--- config.mk ---
export PLATFORM = sky130hd
export DESIGN_NAME = counter_sequencer
export DESIGN_NICKNAME = d
export VERILOG_FILES = /design/src/rtl/counter_sequencer.sv
export SDC_FILE = /design/constraint.sdc
export NUM_CORES = 1
export LEC_CHECK = 0
export ABC_AREA = 0
export CORE_UTILIZATION = 57
export CTS_CLUSTER_SIZE = 25
export DETAILED_ROUTE_END_ITERATION = 10
export PLACE_DENSITY_LB_ADDON = 0.08
export SLEW_MARGIN = 10
export SYNTH_ARGS = -nofsm -noshare
export SYNTH_HDL_FRONTEND = slang
export SYNTH_SLANG_ARGS = --single-unit
--- constraint.sdc ---
create_clock -name clk -period 5.41 [get_ports clk]
set_input_delay 0.8115 -clock clk [delete_from_list [all_inputs] [get_ports clk]]
set_output_delay 0.8115 -clock clk [all_outputs]
set_load 0.02 [all_outputs]
--- src/rtl/counter_sequencer.sv ---
// Command-driven sequencer around a WIDTH-bit up/down/loadable counter.
// Commands: LOAD, step UP/DOWN N times, or RUN_TO a target; abort ends a run early.
module counter_sequencer #(
    parameter int WIDTH = 4
) (
    input  logic             clk,
    input  logic             rst,
    input  logic             cmd_valid,
    output logic             cmd_ready,
    input  logic [1:0]       cmd_op,
    input  logic [WIDTH-1:0] cmd_arg,
    input  logic             abort,
    output logic [WIDTH-1:0] cnt,
    output logic             dir,
    output logic             busy,
    output logic             done,
    output logic             wrap
);

    localparam logic [1:0] IDLE = 2'd0;
    localparam logic [1:0] RUN  = 2'd1;
    localparam logic [1:0] DONE = 2'd2;

    localparam logic [1:0] OP_LOAD   = 2'b00;
    localparam logic [1:0] OP_UP     = 2'b01;
    localparam logic [1:0] OP_DOWN   = 2'b10;
    localparam logic [1:0] OP_RUN_TO = 2'b11;

    localparam logic [WIDTH-1:0] CNT_MAX = {WIDTH{1'b1}};

    logic [1:0]       state_reg, state_next;
    logic [WIDTH-1:0] cnt_reg, cnt_next;
    logic             dir_reg, dir_next;
    logic             wrap_reg, wrap_next;
    logic [WIDTH-1:0] remaining_reg, remaining_next;
    logic [WIDTH-1:0] target_reg, target_next;
    logic             run_to_reg, run_to_next;
    logic [WIDTH-1:0] step_val;

    assign step_val = dir_reg ? cnt_reg + WIDTH'(1) : cnt_reg - WIDTH'(1);

    always_comb begin
        state_next     = state_reg;
        cnt_next       = cnt_reg;
        dir_next       = dir_reg;
        wrap_next      = 1'b0;
        remaining_next = remaining_reg;
        target_next    = target_reg;
        run_to_next    = run_to_reg;
        case (state_reg)
            IDLE: begin
                if (cmd_valid) begin
                    case (cmd_op)
                        OP_LOAD: begin
                            cnt_next   = cmd_arg;
                            state_next = DONE;
                        end
                        OP_UP, OP_DOWN: begin
                            dir_next       = (cmd_op == OP_UP);
                            remaining_next = cmd_arg;
                            run_to_next    = 1'b0;
                            state_next     = (cmd_arg == '0) ? DONE : RUN;
                        end
                        OP_RUN_TO: begin
                            target_next = cmd_arg;
                            run_to_next = 1'b1;
                            if (cmd_arg == cnt_reg) begin
                                state_next = DONE;
                            end else begin
                                dir_next   = (cmd_arg > cnt_reg);
                                state_next = RUN;
                            end
                        end
                        default: state_next = IDLE;
                    endcase
                end
            end
            RUN: begin
                // abort wins over the step scheduled for this edge
                if (abort) begin
                    state_next = DONE;
                end else begin
                    cnt_next  = step_val;
                    wrap_next = dir_reg ? (cnt_reg == CNT_MAX) : (cnt_reg == '0);
                    if (run_to_reg) begin
                        if (step_val == target_reg) state_next = DONE;
                    end else begin
                        remaining_next = remaining_reg - WIDTH'(1);
                        if (remaining_reg == WIDTH'(1)) state_next = DONE;
                    end
                end
            end
            DONE:    state_next = IDLE;
            default: state_next = IDLE;
        endcase
    end

    always_ff @(posedge clk) begin
        if (rst) begin
            state_reg     <= IDLE;
            cnt_reg       <= '0;
            dir_reg       <= 1'b1;
            wrap_reg      <= 1'b0;
            remaining_reg <= '0;
            target_reg    <= '0;
            run_to_reg    <= 1'b0;
        end else begin
            state_reg     <= state_next;
            cnt_reg       <= cnt_next;
            dir_reg       <= dir_next;
            wrap_reg      <= wrap_next;
            remaining_reg <= remaining_next;
            target_reg    <= target_next;
            run_to_reg    <= run_to_next;
        end
    end

    assign cmd_ready = (state_reg == IDLE);
    assign busy      = (state_reg != IDLE);
    assign done      = (state_reg == DONE);
    assign cnt       = cnt_reg;
    assign dir       = dir_reg;
    assign wrap      = wrap_reg;

endmodule

==> flow_summary.json, run 1 <==
{
  "cts_setup_buffers": 0,
  "postSynthRegisterBits": 17,
  "yosysWarnings": 0,
  "rsz0062_at_grt": "no",
  "synth_cells": 150,
  "crit_required_ns": 4.60,
  "post_synth_main_area_contributors": "dfxtp_1, ha_1, a21oi_1, nor2_1, inv_1",
  "cts-buffers-inserted": 3,
  "netSwitchingFraction": 0.348,
  "cts_tree": "yes",
  "die_w_um": 47.8,
  "synth-async-reset-ratio": 0,
  "path_max_fanout": 7,
  "grt_pass1_vias": 941,
  "route.detailed.drc": 0,
  "final.setup_skew_ns": 0.00396,
  "clk_transition_reported_paths_ns": 0.11,
  "utilization": 0.721,
  "syn_area_um2": 1200,
  "grt_pass1_wl_um": 4040,
  "ctsResizeCount": 0,
  "netlist.area_leader.share": 0.285,
  "wl_per_cell_um": 13.9,
  "syn_to_final_growth_pct": 18.2,
  "fin_cells": 193,
  "nNetsFinal": 189,
  "start_util": 0.610,
  "power_switching_uw": 111,
  "arrival_ns": 1.70,
  "grtUsageTotal": 0.256,
  "synth_fp_nets": 172,
  "clock-sinks": 17,
  "hold_viol": 0,
  "maxCapViolCount": 0,
  "routed_via_density": 5.97,
  "p_int_uw": 207,
  "antenna_found_initial": 0,
  "post-route-period-util": 0.465,
  "yosysMostFrequentCell": "dfxtp_1",
  "io_pins": 19,
  "clock_path_buffers": 2,
  "synth_cell_types": 39,
  "dp_hpwl_um": 2000,
  "pwr-share-clk": 0.225,
  "worst_setup_path_end_kind": "output port",
  "synth_edf_count": 0,
  "vias": 1152,
  "worst_pin_slew_ns": 0.663,
  "grt_max_degree": 19,
  "placed_area_um2": 1390,
  "synth_area_leader_cell": "dfxtp_1",
  "period_minus_slack_ns": 2.51,
  "drv_slew": 0,
  "p_per_area_nw_per_um2": 225,
  "rows": 16,
  "drt_iter0_markers": 39,
  "ant_nets": 0,
  "syn_area_per_cell_um2": 7.97,
  "core_area_um2": 1960,
  "final_area_um2": 1410,
  "dieArea_um2": 2290,
  "peakVddDrop_v": 0.000188,
  "wl_um": 2680,
  "cts_hold_buf": 0,
  "min_path_type": "reg2reg",
  "ys.flop_type": "dfxtp_1",
  "clkLatencyLatePin_ns": 0.30,
  "seq_area_frac_synth": 0.285,
  "startpoint_type": "flip-flop",
  "criticalPathCategory": "reg2out",
  "setup_viol": 0,
  "firstDrtPassIters": 4,
  "gp_congestion": 0.889,
  "io_buffers": 18,
  "drive_gt1_frac": 0.0542,
  "overflow": 0,
  "fin_tns_setup_ns": 0,
  "synthTopCellsByCount": "dfxtp_1, nor2_1, inv_1",
  "cts-root-buf": "clkbuf_4",
  "cts_max_level": 1,
  "pwr-share-comb": 0.322,
  "status": "finished, final reports clean",
  "clock.fmax_ghz": 0.398,
  "antenna_cells": 0,
  "p_leak_nw": 0.540,
  "max_slew_margin": 0.557,
  "die_h_um": 47.8,
  "dpl.cell_count": 189,
  "pwr-share-seq": 0.453
}
-- worst max-delay path, cell delays in order, from the launching register on --
cell and delay [ns]:
dfxtp_1 0.40, nor2_1 0.34, clkdlybuf4s50_1 0.67
-- path summary, 6_finish.rpt --
check	start	end	slack (ns)	cells past startpoint
hold reg to reg	target_reg[3]	target_reg[3]	0.53	2
setup / recovery	state_reg[1]	cmd_ready	2.90	2
hold / removal	target_reg[3]	target_reg[3]	0.53	2
setup reg to reg	cnt[0]	state_reg[0]	3.12	6
-- stage by stage --
step	total power, mW	worst slack, ns	hold slack [ns]
CTS	0.317	2.90	0.532
detailed placement	0.247	2.75	0.513
global route	0.336	2.82	0.562
global placement	0.244	2.81	0.502
finish	0.318	2.90	0.529
floorplan	0.214	3.16	0.473
-- layout by cell type, fill, tap and decap left out, types with 3 or more instances in the layout --
cell	synthesis	final
nand3b_1	3	3
nand2b_1	3	3
dfxtp_1	17	17
o21ai_0	5	5
or4_1	3	3
clkbuf_4	0	3
a21oi_1	12	12
nand4_1	3	3
nand2_1	9	9
nor2_1	16	16
a311oi_1	3	3
nor2b_1	3	3
xnor2_1	6	6
a21oi_2	3	3
clkdlybuf4s50_1	0	18
mux2i_1	4	4
inv_1	15	15
ha_1	11	11
-- kinds of logic (layout without fill, tap and decap cells) --
| family | after synthesis | in the layout | share of synthesized area |
|---|---|---|---|
| AO/OA/AOI/OAI | 37 | 37 | 0.202 |
| XOR/XNOR | 8 | 8 | 0.0586 |
| adder cells (fa/ha/maj) | 12 | 12 | 0.132 |
| buffers and inverters | 21 | 37 | 0.0669 |
| flip-flops | 17 | 17 | 0.285 |
| multiplexers | 5 | 5 | 0.0429 |
| AND/OR/NAND/NOR | 50 | 50 | 0.213 |
-- power groups by stage --
stage                     logic [mW]  registers [mW]  clock network (mW)
after floorplan               0.0677           0.147                   0
after detailed placement       0.100           0.147                   0
after global routing           0.113           0.145              0.0775
after global placement        0.0979           0.146                   0
final                          0.102           0.144              0.0715
after CTS                      0.101           0.144              0.0722
-- metal layers --
metal	GRT usage	wire length [um]	vias to the layer above
met5	0	0	-
met3	0.0566	112	3
met4	0.0722	15	0
met2	0.435	1290	37
li1	-	-	564
met1	0.325	1260	548
-- area by class of cell --
| cell class | instances | area (um^2) |
|---|---|---|
| repair buffers | 18 | 180 |
| inverters | 15 | 56.3 |
| well taps | 27 | 33.8 |
| fillers | 181 | 548 |
| multi-input cells | 112 | 776 |
| clock buffers | 3 | 22.5 |
| flip-flops and latches | 17 | 340 |
| clock inverters | 1 | 5.00 |
No activity file was read; power rests on OpenSTA's default activity.
==> inputs of run 2 (changes only) <==
--- a/config.mk
+++ b/config.mk
@@ -6,7 +6,7 @@
 export NUM_CORES = 1
 export LEC_CHECK = 0
 export ABC_AREA = 0
-export CORE_UTILIZATION = 57
+export CORE_UTILIZATION = 47
 export CTS_CLUSTER_SIZE = 25
 export DETAILED_ROUTE_END_ITERATION = 10
 export PLACE_DENSITY_LB_ADDON = 0.08
==> constraint.sdc (replaced) <==
create_clock -name clk -period 2.3 [get_ports clk]
set_input_delay 0.345 -clock clk [delete_from_list [all_inputs] [get_ports clk]]
set_output_delay 0.345 -clock clk [all_outputs]
set_load 0.02 [all_outputs]
==> run 2 against run 1 <==
Sequential share of layout area down 0.88 points. Clock power grew 140%. Global-route usage decreased by 0.80 points. Final area up 3.8%. Critical path depth rose by 4. Via count grew 1.0%. Power grew 140%. Hold slack better by 0.0049 ns. Cell count up 4.1%. Largest cell class unchanged. Register-to-register slack got worse by 3.0 ns. Count of clock-buffer cells in the layout stayed put.
==> flow_summary.json, run 2 (same netlist as run 1, synthesis figures left out) <==
{
  "status": "finished, final reports clean",
  "grt_pass1_wl_um": 4970,
  "grtUsageMet3": 0.0493,
  "startpoint": "cnt[1]",
  "reg2reg_to": "state_reg[1]",
  "r2r_slack_ns": 0.14,
  "startpoint_type": "flip-flop",
  "layout_common_cells": "clkdlybuf4s50_1, dfxtp_1, nor2_1",
  "cts_max_level": 1,
  "hold_ws_ns": 0.534,
  "cts-buffers-inserted": 3,
  "crit_family": "simple AND/OR/NAND/NOR gates",
  "ant_nets": 0,
  "top_usage_layer": "met2",
  "dpl.cell_count": 197,
  "path_max_fanout": 5,
  "dp_hpwl_um": 2340,
  "overflow": 0,
  "grtUsageTotal": 0.248,
  "max_slew_margin": 0.661,
  "firstDrtPassIters": 4,
  "crit_required_ns": 2.54,
  "arrival_ns": 2.40,
  "worst_pin_slew_ns": 0.508,
  "clkLatencyLatePin_ns": 0.30,
  "r2r_start": "cnt[1]",
  "ctsResizeCount": 0,
  "nNetsFinal": 196,
  "antenna_cells": 0,
  "drt_iter0_markers": 34,
  "min_path_type": "reg2reg",
  "rsz0062_at_grt": "no",
  "fin_tns_setup_ns": 0,
  "r2r_cells": 6,
  "drive_gt1_frac": 0.0925,
  "route.detailed.drc": 0,
  "vias": 1164,
  "clock.fmax_ghz": 0.464,
  "rows": 17,
  "multiInputGateArea_um2": 776,
  "io_pins": 19,
  "clk_transition_reported_paths_ns": 0.11,
  "power_uw": 768,
  "post-route-period-util": 0.937,
  "io_buffers": 18,
  "cts_setup_buffers": 0,
  "grt_max_degree": 18,
  "use_met2": 0.418,
  "wl_um": 3010,
  "drv_slew": 0,
  "final.setup_skew_ns": 0.00341,
  "path_buf_inv": 1,
  "nFillCells": 214,
  "setup_viol": 0,
  "peakVddDrop_v": 0.000361,
  "seq_area_um2": 340,
  "die_w_um": 52.4,
  "cpMaxStageDelayCell": "fa_1",
  "fin_cells": 201,
  "syn_to_final_growth_pct": 22.7,
  "critical-path-max-stage-delay_ns": 0.52,
  "fin_ws_ns": 0.144,
  "holdPathStages": 2,
  "grt.met1_usage": 0.303,
  "maxCapViolCount": 0,
  "cts_hold_buf": 0,
  "clock_path_buffers": 2,
  "path_cells": "inv_1, fa_1, xnor2_1, or4_1, o21ai_1, and2_1",
  "start_util": 0.521,
  "period_minus_slack_ns": 2.16,
  "hold_viol": 0,
  "layout_commonest_cell": "clkdlybuf4s50_1",
  "cts_tree": "yes",
  "hold_start": "run_to_reg",
  "hold_end": "run_to_reg",
  "criticalPathCategory": "reg2reg",
  "gp_congestion": 0.859,
  "dieArea_um2": 2750,
  "clock-sinks": 17,
  "core_area_um2": 2300,
  "wl_per_cell_um": 15.0,
  "worst_setup_path_end_kind": "flip-flop",
  "antenna_found_initial": 0,
  "cts-root-buf": "clkbuf_4",
  "p_per_area_nw_per_um2": 523,
  "pre_cts_ws_ns": 0.0900,
  "routed_via_density": 5.79,
  "grt_pass1_vias": 1158,
  "p_leak_nw": 0.575,
  "die_h_um": 52.4
}
==> run 2: changes by cell type in the layout (fill, tap and decap cells not counted), sizes merged <==
cell  delta
buf      +7
==> run 2: routing by layer <==
layer	vias up	part of all wire
met1	543	0.45
li1	572	-
met4	0	0.020
met2	43	0.48
met3	6	0.047
met5	-	0
==> run 2: how the worst max path moves through the flow <==
stage,end,cells after the start
floorplan,state_reg[0],7
global placement,remaining_reg[0],7
detailed placement,remaining_reg[2],8
CTS,state_reg[1],6
global route,state_reg[1],6
finish,state_reg[1],6
==> run 2: per-stage QoR <==
| stage | util | cell area [um^2] |
|---|---|---|
| after floorplan | - | 1200 |
| after global placement | 0.627 | 1440 |
| after detailed placement | 0.627 | 1440 |
| after CTS | 0.639 | 1470 |
| after global routing | 0.639 | 1470 |
| final | 0.639 | 1470 |
==> run 2: worst reg2reg max path: cells and delay by family (launching register included) <==
| family | cells | cell delay [ns] |
|---|---|---|
| xor+xnor | 1 | 0.15 |
| fa+ha+maj | 1 | 0.52 |
| buf+inv | 1 | 0.12 |
| flops | 1 | 0.42 |
| compound gates | 1 | 0.23 |
| simple gates | 2 | 0.66 |
==> run 2: layout make-up <==
class | instances | share of cell area
sequential | 17 | 0.232
clock inverter | 1 | 0.00341
tap | 28 | 0.0239
multi-input combinational | 112 | 0.529
inverter | 15 | 0.0384
timing repair buffer | 25 | 0.159
clock buffer | 3 | 0.0153
==> run 2: report_power, final <==
group	internal [mW]	switching, mW	leakage (nW)
registers	0.313	0.0213	0.139
clock network	0.0648	0.104	0.0177
logic	0.121	0.143	0.418
total	0.499	0.269	0.575
